<file path="config.mk">
export PLATFORM = sky130hd
export DESIGN_NAME = serial_subtractor
export DESIGN_NICKNAME = d
export VERILOG_FILES = /design/src/rtl/serial_subtractor.sv
export SDC_FILE = /design/constraint.sdc
export NUM_CORES = 1
export LEC_CHECK = 0
export CORE_ASPECT_RATIO = 2
export CORE_MARGIN = 2
export CORE_UTILIZATION = 52
export CTS_CLUSTER_SIZE = 24
export DETAILED_ROUTE_END_ITERATION = 6
export PLACE_DENSITY_LB_ADDON = 0.3
export SYNTH_ARGS = -nofsm -noshare
export SYNTH_HDL_FRONTEND = slang
export SYNTH_SLANG_ARGS = --single-unit
</file>
<file path="constraint.sdc">
create_clock -name clk -period 2.05 [get_ports clk]
set_clock_uncertainty 0.2 [all_clocks]
set_input_delay 0.41 -clock clk [delete_from_list [all_inputs] [get_ports clk]]
set_output_delay 0.41 -clock clk [all_outputs]
set_load 0.02 [all_outputs]
</file>
<file path="src/rtl/serial_subtractor.sv">
// Bit-serial unsigned subtractor, LSB first, one full-subtractor step per clock.
// Registered borrow; diff/borrow_out held until the next completed operation.
module serial_subtractor #(
  parameter int WIDTH = 8
) (
  input  logic             clk,
  input  logic             rst,
  input  logic             start,
  input  logic [WIDTH-1:0] a,
  input  logic [WIDTH-1:0] b,
  output logic             busy,
  output logic             done,
  output logic [WIDTH-1:0] diff,
  output logic             borrow_out
);

  localparam int CW = $clog2(WIDTH);

  typedef enum logic [1:0] {
    s_idle,
    s_shift,
    s_done
  } state_t;

  state_t state, state_nx;

  logic [WIDTH-1:0] sa, sb;
  logic [WIDTH-2:0] res;
  logic [WIDTH-1:0] res_full;
  logic [CW-1:0]    cnt;
  logic             bw;
  logic             x, y, d, bo;
  logic             last;
  logic             load;

  assign x        = sa[0];
  assign y        = sb[0];
  assign d        = x ^ y ^ bw;
  assign bo       = (~x & y) | (~(x ^ y) & bw);
  assign res_full = {d, res};
  assign last     = (cnt == CW'(WIDTH - 1));
  assign load     = start && (state != s_shift);

  // next-state selection
  always_comb begin
    state_nx = state;
    unique case (state)
      s_idle:  if (start) state_nx = s_shift;
      s_shift: if (last) state_nx = s_done;
      s_done:  state_nx = start ? s_shift : s_idle;
      default: state_nx = s_idle;
    endcase
  end

  // state register with registered status flags
  always_ff @(posedge clk or posedge rst) begin
    if (rst) begin
      state <= s_idle;
      busy  <= 1'b0;
      done  <= 1'b0;
    end else begin
      state <= state_nx;
      busy  <= (state_nx == s_shift);
      done  <= (state_nx == s_done);
    end
  end

  // operand capture, serial step and result latch
  always_ff @(posedge clk or posedge rst) begin
    if (rst) begin
      sa         <= '0;
      sb         <= '0;
      res        <= '0;
      bw         <= 1'b0;
      cnt        <= '0;
      diff       <= '0;
      borrow_out <= 1'b0;
    end else if (load) begin
      sa  <= a;
      sb  <= b;
      bw  <= 1'b0;
      cnt <= '0;
    end else if (state == s_shift) begin
      sa  <= sa >> 1;
      sb  <= sb >> 1;
      res <= res_full[WIDTH-1:1];
      bw  <= bo;
      cnt <= cnt + 1'b1;
      if (last) begin
        diff       <= res_full;
        borrow_out <= bo;
      end
    end
  end

endmodule
</file>
# After elaboration in Yosys (flattened, before gate mapping)
# Cells that the tools add are included.
# totals
mem_bits_ro,0
memories,0
input_bits,19
mem_bits_rw,0
register_bits,40
latch_bits,0
# op_classes
n_addsub,1
mul,0
n_reduce_logical,5
order_cmp,0
eq_ne,6
shifts,0
bitwise,8
n_mux,12
n_div,0
# op_table
cell,count
8-bit 2-to-1 mux,4
3-bit 2-to-1 mux,2
2-bit case mux with 3 select lines,1
"2-bit by 1-bit equality test with 1-bit output, second input constant",2
"2-bit equality test, second input constant",2
2-bit 2-to-1 mux,2
"3-bit by 1-bit adder with 3-bit output, second input constant",1
"3-bit equality test, second input constant",1
1-bit 2-to-1 mux,3
1-bit NOT,3
3-bit AND reduction,1
1-bit bitwise AND,2
2-bit zero test,1
"2-bit by 1-bit != test with 1-bit output, second input constant",1
2-bit AND reduction,1
2-bit nonzero test,1
1-bit bitwise XOR,2
1-bit logical AND,1
1-bit bitwise OR,1

# Logic depth before layout (Yosys ltp)
# depth
depth_word,6
depth_mapped,5
depth_no_buf,4

# Least setup slack after synthesis
# OpenSTA, ideal clock, no wires.
# synth_path
path_kind,register to register
from,register cnt[0]
to,register diff[0]
stages_incl_launch_ff,6
arrival_time_ps,1360
path_slack_ps,365
cell_sequence,dfrtp_1 ha_1 ha_1 nand3b_1 buf_4 mux2_4
# synth_via
elab_chain_cells,2
# synth_rtl
element,line,source
"start, declared",30,logic [CW-1:0] cnt;
"start signal, assigned",88,cnt <= cnt + 1'b1;
3-bit equality test,41,assign last = (cnt == CW'(WIDTH - 1));
3-bit AND reduction (no source line),--,
"end signal, assigned",90,diff <= res_full;
"end, declared",13,"output logic [WIDTH-1:0] diff,"
# Every way passes these cells.
# A chain may end at the register's enable or synchronous reset.

# Worst setup path after layout
# layout_path
from,register diff[5]
to,output port diff[5]
# No word-level cell between the ends.

==> out/qor.txt <==
Synth Register Bits = 40
area fraction of the dominant cell type after synthesis = 53.9%
Syn. warnings = 0
via count = 1000
Post-CTS Hold Buffers = 0
antenna violations before repair = 0
xor/xnor share of the synthesized area = 0%
R2R Path Start = cnt[0]$_DFFE_PP0P_
design internal power = 2.30 mW
final setup fails = 0
DRT antenna net count = 0
Post-Synth Adder-Cell Area = 2.43%
gr ovfl total = 0
worst slack at placement = -0.0222 ns
Reg clk slew, reported paths = 0.08 ns
Critical-path top delay cell = clkdlybuf4s50_1
mux contribution to synthesized area = 36.1%
sequential area share after synthesis = 53.9%
first-pass GRT wire length = 4.92 mm
CP startpoint kind = flip-flop
Hold Slack = 0.261 ns
Psw = 1.04 mW
leakage power = 1.11 nW
final worst slack = 0.167 ns
Final Core Density = 67.9%
vias per cell = 4.98
Max Fclk = 0.531 GHz
post-synthesis area per instance = 15.9 um^2
critical path launch point = diff[5]$_DFFE_PP0P_
IO Port Bufs = 29
CTS H-tree lvls = 2
Worst EP arrival = 1.27 ns
complex-gate fraction of the synthesized area = 0.674%
Hold WC Path Type = input port to asynchronous set/reset pin
cts bufs inserted = 5
share of cells above drive strength 1 = 35.3%
wire length per cell = 15.4 um
routability cong. = 0.673
DRT iter0 DRCs = 18
fin crit period = 1.88 ns
Final period util = 91.8%
DP Wirelength = 2.11 mm
Clk pwr share = 15.4%
Clk Latency, worst-skew pair = 0.29 ns
CP max FO = 2
Yosys cell types = 16
Core Area = 3420 um^2
die area = 4090 um^2
sequential power share = 41.0%
# DRC = 0
Die Height = 88.5 um
Crit path required time = 1.44 ns
vias in the first global route = 1123
largest family of logic cells by synthesized area = multiplexers
initial core utilization = 54.4%
root buffer cell = clkbuf_8
RSZ-0062 raised after global routing = no
Detailed Route WL = 3.09 mm
CP peak stage delay = 0.61 ns
global-route usage over all layers = 17.1%
clock buffer depth = 2
CP Capture Type = primary output
Final TNS setup = 0 ns
worst-case vdd ir drop = 870 uV
# IOs = 30
Final Hold Viols = 0
Setup CP Type = flip-flop to primary output
largest area contributor in the netlist = dfrtp_1
Slew Viols, Final = 0
Synthesized Nets = 139
area grow syn2layout = 25.0%
postcts setup bufs = 0
Nets = 174
Worst Max-Slew Pin Slew = 0.325 ns
Antenna Diode Count = 0
status = finished clean
CTS sink cnt = 40
row count = 30
CP bufs+invs = 1
CP cell instances = clkdlybuf4s50_1
largest net degree at the start of global routing = 41
simple-gate area share of the yosys netlist = 2.83%
cell family with most CP delay = buffers and inverters
pwr dens = 1440 nW/um^2
synth top area cells = dfrtp_1 54%, mux2_4 24%, mux2_2 7.3%
Detailed Routing Iterations Pass 1 = 4
Design Area, Final = 2320 um^2
cts repair resizes = 0
max-cap viol count = 0
sw frac = 31.1%
Mapped Area = 1860 um^2
die width = 46.3 um
Post-Synthesis Cells = 117
Slew Limit Headroom = 78.3%
Comb pwr share = 43.7%
CTS tree = yes
placed cell areas = 2230 um^2
path summary, 6_finish.rpt:
path	end	slack [ns]	depth (start not counted)
worst max-delay path	diff[5]	0.17	1
worst min-delay path	sa[7]$_DFFE_PP0P_	0.26	3
worst max register to register	diff[6]$_DFFE_PP0P_	0.25	5
worst min register to register	cnt[0]$_DFFE_PP0P_	0.30	1
max in group asynchronous	sa[3]$_DFFE_PP0P_	1.18	3
min in group clk	cnt[0]$_DFFE_PP0P_	0.30	1
final cells by class:
cell class,count,area (um^2)
clock buffer,6,72.6
fill,246,1090
sequential,40,1000
inverter,7,26.3
tap,48,60.1
timing repair buffer,34,365
multi-input combinational,64,779
clock inverter,2,16.3
sequential cells by signal, indices dropped and copies added, names as in the netlist:
signal      flops
res             7
busy            1
sb              8
sa              8
bw              1
borrow_out      1
state           2
done            1
diff            8
cnt             3
power groups by stage:
stage / clock (mW) / sequential (mW) / combinational (mW)
global placement: 0 / 1.37 / 1.42
CTS: 0.531 / 1.38 / 1.48
global route: 0.570 / 1.41 / 1.57
detailed placement: 0 / 1.38 / 1.47
finish: 0.513 / 1.37 / 1.46
floorplan: 0 / 1.43 / 0.957
worst reg2reg max path, stage by stage (launching register included):
cell and delay [ns]:
dfrtp_1 0.40, ha_1 0.21, ha_1 0.22, nand3b_1 0.10, buf_4 0.22, mux2_2 0.35
metrics by stage:
stage	std cells	total power, mW
finish	201	3.34
global route	201	3.56
CTS	201	3.39
detailed placement	193	2.85
global placement	193	2.79
floorplan	117	2.39
metal layers:
metal / track usage, % / share of wire, % / up-vias
met1: 18.2 / 39 / 511
met4: 7.01 / 1.6 / 0
met2: 29.7 / 55 / 19
met3: 5.51 / 3.9 / 4
li1: - / - / 466
met5: 0 / 0 / -
Yosys cell counts, drive strengths merged:
| library cell | n |
|---|---|
| buf | 6 |
| dfrtp | 40 |
| fa | 1 |
| ha | 2 |
| inv | 7 |
| mux2 | 45 |
| mux2i | 5 |
| nand2b | 3 |
| nand3b | 1 |
| nor2 | 2 |
| nor2b | 3 |
| o22ai | 2 |
cells by family (layout without fill, tap and decap cells):
logic type	Yosys count	in the layout
DFF	40	40
and+or+nand+nor	9	9
muxes	50	50
adders and majority gates	3	3
AOI/OAI and AO/OA	2	2
buffers and inverters	13	49
cell usage in the layout, fill, tap and decap left out, types with 3 or more instances in the layout:
cell type         n
mux2i_1           5
nor2b_1           3
clkdlybuf4s50_1  29
buf_12            3
mux2_4           30
mux2_1            3
dfrtp_1          40
inv_1             7
nand2b_1          3
clkbuf_8          5
mux2_2           12
(Power assumes the default switching activity.)
